--- src/rtl/sb_mtrx_regs.sv ---
// Sideband register bank: scratch/ID/status registers, auto-incrementing pixel
// write port into the LED matrix frame buffer, and display buffer-swap tracking.
module sb_mtrx_regs #(
  parameter int unsigned NUM_SCRATCH = 4,
  parameter int unsigned PIX_W       = 12,
  parameter int unsigned FB_AW       = 14,
  parameter int unsigned FB_DEPTH    = 16384,
  parameter logic [15:0] ID_WORD     = 16'hCAFE
) (
  input  logic             clk,
  input  logic             rst,
  input  logic             sb_wr,
  input  logic             sb_rd,
  input  logic [15:0]      sb_addr,
  input  logic [15:0]      sb_wr_data,
  output logic [15:0]      sb_rd_data,
  output logic             rd_valid,
  output logic             pix_wr,
  output logic [FB_AW-1:0] pix_addr,
  output logic [PIX_W-1:0] pix_data,
  output logic             buf_select,
  input  logic             buf_current,
  output logic             swap_done
);

  localparam logic [15:0]    A_MADDR  = 16'd8;
  localparam logic [15:0]    A_MDATA  = 16'd9;
  localparam logic [15:0]    A_CTRL   = 16'd10;
  localparam logic [15:0]    A_STATUS = 16'd11;
  localparam logic [15:0]    A_ID     = 16'd12;
  localparam logic [FB_AW:0] DEPTH_C  = (FB_AW+1)'(FB_DEPTH);

  logic [15:0]      scratch_q [NUM_SCRATCH];
  logic [15:0]      scratch_d [NUM_SCRATCH];
  logic [FB_AW-1:0] maddr_q, maddr_d;
  logic [3:0]       stride_q, stride_d;
  logic             sel_q, sel_d;
  logic             pending_q, pending_d;
  logic             swap_done_q, swap_done_d;
  logic             pix_wr_q, pix_wr_d;
  logic [FB_AW-1:0] pix_addr_q, pix_addr_d;
  logic [PIX_W-1:0] pix_data_q, pix_data_d;
  logic             rd_valid_q, rd_valid_d;
  logic [15:0]      rd_data_q, rd_data_d;

  logic             wr_maddr, wr_mdata, wr_ctrl;
  logic             swap_req, swap_hit;
  logic [3:0]       inc;
  logic [FB_AW:0]   ptr_sum, ptr_wrap;
  logic [31:0]      wr_ext;
  logic [15:0]      rd_mux;

  always_comb begin
    wr_maddr = sb_wr && (sb_addr == A_MADDR);
    wr_mdata = sb_wr && (sb_addr == A_MDATA);
    wr_ctrl  = sb_wr && (sb_addr == A_CTRL);
    wr_ext   = 32'(sb_wr_data);

    inc      = (stride_q == 4'd0) ? 4'd1 : stride_q;
    ptr_sum  = {1'b0, maddr_q} + (FB_AW+1)'(inc);
    ptr_wrap = ptr_sum - DEPTH_C;

    maddr_d = maddr_q;
    if (wr_maddr) begin
      // Out-of-range loads snap to 0 rather than folding modulo the depth.
      maddr_d = (wr_ext < 32'(FB_DEPTH)) ? wr_ext[FB_AW-1:0] : '0;
    end else if (wr_mdata) begin
      maddr_d = (ptr_sum >= DEPTH_C) ? ptr_wrap[FB_AW-1:0] : ptr_sum[FB_AW-1:0];
    end

    pix_wr_d   = wr_mdata;
    pix_addr_d = wr_mdata ? maddr_q : pix_addr_q;
    pix_data_d = wr_mdata ? sb_wr_data[PIX_W-1:0] : pix_data_q;

    stride_d = wr_ctrl ? sb_wr_data[11:8] : stride_q;
    sel_d    = wr_ctrl ? sb_wr_data[0] : sel_q;

    // A new select request supersedes a completion seen in the same cycle.
    swap_req    = wr_ctrl && (sb_wr_data[0] != sel_q);
    swap_hit    = pending_q && (buf_current == sel_q);
    swap_done_d = swap_hit && !swap_req;
    pending_d   = swap_req ? 1'b1 : (swap_hit ? 1'b0 : pending_q);

    for (int i = 0; i < NUM_SCRATCH; i++) begin
      scratch_d[i] = (sb_wr && (sb_addr == 16'(i))) ? sb_wr_data : scratch_q[i];
    end

    rd_mux = 16'hFFFF;
    case (sb_addr)
      A_MADDR:  rd_mux = 16'(maddr_q);
      A_CTRL:   rd_mux = {4'h0, stride_q, 7'h00, sel_q};
      A_STATUS: rd_mux = {14'h0000, buf_current, pending_q};
      A_ID:     rd_mux = ID_WORD;
      default:  rd_mux = 16'hFFFF;
    endcase
    for (int i = 0; i < NUM_SCRATCH; i++) begin
      if (sb_addr == 16'(i)) rd_mux = scratch_q[i];
    end

    rd_valid_d = sb_rd;
    rd_data_d  = sb_rd ? rd_mux : rd_data_q;
  end

  always_ff @(posedge clk or posedge rst) begin
    if (rst) begin
      for (int i = 0; i < NUM_SCRATCH; i++) scratch_q[i] <= '0;
      maddr_q     <= '0;
      stride_q    <= '0;
      sel_q       <= 1'b0;
      pending_q   <= 1'b0;
      swap_done_q <= 1'b0;
      pix_wr_q    <= 1'b0;
      pix_addr_q  <= '0;
      pix_data_q  <= '0;
      rd_valid_q  <= 1'b0;
      rd_data_q   <= 16'hFFFF;
    end else begin
      for (int i = 0; i < NUM_SCRATCH; i++) scratch_q[i] <= scratch_d[i];
      maddr_q     <= maddr_d;
      stride_q    <= stride_d;
      sel_q       <= sel_d;
      pending_q   <= pending_d;
      swap_done_q <= swap_done_d;
      pix_wr_q    <= pix_wr_d;
      pix_addr_q  <= pix_addr_d;
      pix_data_q  <= pix_data_d;
      rd_valid_q  <= rd_valid_d;
      rd_data_q   <= rd_data_d;
    end
  end

  assign sb_rd_data = rd_data_q;
  assign rd_valid   = rd_valid_q;
  assign pix_wr     = pix_wr_q;
  assign pix_addr   = pix_addr_q;
  assign pix_data   = pix_data_q;
  assign buf_select = sel_q;
  assign swap_done  = swap_done_q;

endmodule

--- config.mk ---
export PLATFORM = sky130hd
export DESIGN_NAME = sb_mtrx_regs
export DESIGN_NICKNAME = d
export VERILOG_FILES = /design/src/rtl/sb_mtrx_regs.sv
export SDC_FILE = /design/constraint.sdc
export NUM_CORES = 1
export LEC_CHECK = 0
export CAP_MARGIN = 5
export CORE_MARGIN = 2
export CORE_UTILIZATION = 35
export DETAILED_ROUTE_END_ITERATION = 7
export GPL_TIMING_DRIVEN = 0
export PLACE_DENSITY = 0.54
export SYNTH_ARGS = -nofsm -noshare
export SYNTH_HDL_FRONTEND = slang
export SYNTH_SLANG_ARGS = --single-unit
--- constraint.sdc ---
create_clock -name clk -period 3.9 [get_ports clk]
set_input_delay 0.78 -clock clk [delete_from_list [all_inputs] [get_ports clk]]
set_output_delay 0.78 -clock clk [all_outputs]
set_load 0.02 [all_outputs]
==> summary.md <==
| Metric | Value |
|---|---|
| Status | `finished clean` |
| Final Setup Violations | `0` |
| Placed Area | `7403 um^2` |
| EDFF count, synth | `0` |
| Post-route cell area | `8019 um^2` |
| Post-DRT Antenna Nets | `0` |
| Net switching power | `0.0007261 W` |
| Post-synth design cell area | `6277 um^2` |
| IO Port Bufs | `78` |
| Type of the worst min-delay path | `reg -> reg` |
| DP Wirelength | `13830 um` |
| Die Ht | `137.9 um` |
| Seq pwr share | `42.3%` |
| Net count after synthesis | `604` |
| Worst reg-to-reg setup slack | `1500 ps` |
| Final nets | `704` |
| Register area share after synthesis | `51.74%` |
| Via density | `5.608` |
| Cts bufs inserted | `17` |
| Startpoint types | `input pin` |
| 1st-pass router iterations | `5` |
| Main area contributors after synthesis | `dfrtp_1 (45%), mux2_2 (16%), dfstp_2 (6.7%)` |
| Layout Skew | `5.084 ps` |
| Residual DRC | `0` |
| Post_cts resized | `0` |
| Yosys top cell area share | `45.05%` |
| Asr flop ratio synth | `100.0%` |
| Clk pwr share | `51.3%` |
| Clk sinks | `129` |
| DP Cell Count | `868` |
| Minimum clock period | `3679 ps` |
| Post-synthesis register bit count | `129` |
| Core outline area | `17420 um^2` |
| I/O pin cnt | `83` |
| Worst vdd ir | `0.3044 mV` |
| Fillers | `1622` |
| Cell Int Power | `0.002506 W` |
| Setup Buffers After CTS | `0` |
| # diodes | `0` |
| WS Path Type | `in -> reg` |
| Crit Path Max Fanout | `10` |
| Htree depth | `4` |
| Number of global-route vias before repair | `5100` |
| Total power | `0.003232 W` |
| Syn. warnings | `0` |
| Synth unique cells | `54` |
| Endpoint class of the critical path | `flop` |
| Routed wirelength normalized by instance count | `21.18 um` |
| CP required | `4200 ps` |
| Cell Count, Final, Fillers Out | `900` |
| Area grow syn2layout | `27.75%` |
| Slew @ Worst Pin | `1216 ps` |
| Most frequent cells in the layout | `dfrtp_1 (113), mux2_2 (89), clkdlybuf4s50_1 (78)` |
| WP data arrival | `3980 ps` |
| Core Rows | `48` |
| Total GRT Usage | `21.19%` |
| Root Driver | `clkbuf_16` |
| Power per standard cell area | `403.0 nW/um^2` |
| Combinational share of power | `6.4%` |
| Fmax | `271.8 MHz` |
| Grt ovf | `0` |
| Clk pin slew, worst setup/hold paths | `60 ps` |
| CTS tree | `yes` |
| DRT iter0 DRCs | `379` |
| Period utilization | `94.34%` |
| Hold Fails Final Rpt | `0` |
| Top FF cell, synth | `dfrtp_1` |
| Largest area contributor in the netlist | `dfrtp_1` |
| Deepest clock path buffer count | `2` |
| Slew margin rel. | `18.30%` |
| Syn_area_per_cell | `11.17 um^2` |
| Clock Latency Late Sink | `420 ps` |
| Die W | `137.9 um` |
| Setup TNS | `0 ps` |
| Final wirelength | `19060 um` |
| Layout cells sized above 1 | `23.85%` |
| Hold bufs inserted after CTS | `0` |
| Initial antenna violation count | `0` |
| Final GP Congestion | `0.8968` |
| Global-route wire length before repair | `29590 um` |
| DR vias | `5047` |
| RSZ-0062 raised after global routing | `no` |
| Pins over their slew limit | `0` |
| Leakage | `3.641 nW` |
| Starting Density | `36.04%` |
| Commonest non-fill, non-tap cell in the layout | `dfrtp_1` |
| Fin worst setup slack | `220.9 ps` |
| Max-Cap Viols | `0` |
| Worst slack at placement | `-184.9 ps` |
| Post-synthesis cell count | `562` |
| DIE AREA | `19020 um^2` |
| Sw frac | `22.47%` |
| Pin count of the biggest net entering global routing | `40` |
## power by group through the flow
stage | Clock [W] | Combinational, W | Sequential (W)
after floorplan | 0 | 0.0000812 | 0.00140
after global placement | 0 | 0.000197 | 0.00139
after detailed placement | 0 | 0.000209 | 0.00139
after CTS | 0.00168 | 0.000211 | 0.00137
after global routing | 0.00174 | 0.000227 | 0.00137
final | 0.00166 | 0.000208 | 0.00137
## worst max-delay path, stage by stage
cell	delay, ps
clkdlybuf4s50_1	430
nor4_1	830
nand4_1	220
nor2_1	900
buf_2	440
mux2_2	370
## worst paths after layout
path,from,endpoint,cells after the start
worst min register to register,sb_rd_data[15]$_DFFE_PP1P_,sb_rd_data[15]$_DFFE_PP1P_,2
min in group asynchronous,rst,scratch_q[25]$_DFFE_PP0P_,2
worst min-delay path,sb_rd_data[15]$_DFFE_PP1P_,sb_rd_data[15]$_DFFE_PP1P_,2
worst max register to register,stride_q[1]$_DFFE_PP0P_,maddr_q[13]$_DFFE_PP0P_,9
worst max-delay path,sb_addr[9],scratch_q[19]$_DFFE_PP0P_,6
max in group asynchronous,rst,sb_rd_data[4]$_DFFE_PP1P_,4
## state kept, by name, indices dropped and copies added (netlist names)
name	cells
maddr_q	14
pix_wr	1
scratch_q	64
pix_data	12
rd_valid	1
pending_q	1
swap_done	1
pix_addr	14
buf_select	1
stride_q	4
sb_rd_data	16
## synth_stat cells, types with 8 or more instances
cell type,count
dfstp_2,16
o211ai_1,14
o21ai_0,20
a21oi_1,19
dfrtp_1,113
nand2_1,48
mux2_2,89
inv_1,21
and3_1,14
nor3_1,9
o22ai_1,8
clkbuf_1,25
buf_2,11
o32ai_1,12
nor2_1,34
nand3_1,14
## routing by layer
layer / global-route usage, % / routed length, um / vias to the layer above
li1: - / - / 2264
met4: 7.710 / 362 / 0
met2: 33.28 / 8962 / 172
met5: 0 / 0 / -
met3: 3.874 / 975 / 23
met1: 29.35 / 8761 / 2588
## logic make-up after synthesis
kind of cell	share of synthesized area, %
buf+inv	3.628
flops	51.74
simple gates	12.72
compound gates	12.44
xor+xnor	0.5582
fa+ha+maj	1.116
mux	17.80
## through the flow
step           util, %  hold slack (ps)
3_5_place_dp     42.51            470.4
4_1_cts          46.04            478.9
3_3_place_gp     42.16            458.3
2_1_floorplan        -            453.0
5_1_grt          46.04            499.6
6_report         46.04            470.8
## area by class of cell
cell class / instances / area, um^2 / share of cell area [%]
inverters: 21 / 82.58 / 1.030
multi-input cells: 376 / 2801 / 34.94
clock buffers: 23 / 488.0 / 6.085
well taps: 225 / 281.5 / 3.511
clock inverters: 9 / 127.6 / 1.592
repair buffers: 81 / 840.8 / 10.49
flip-flops and latches: 129 / 3248 / 40.51
plain buffers: 36 / 148.9 / 1.857
No activity file was read; power rests on OpenSTA's default activity.
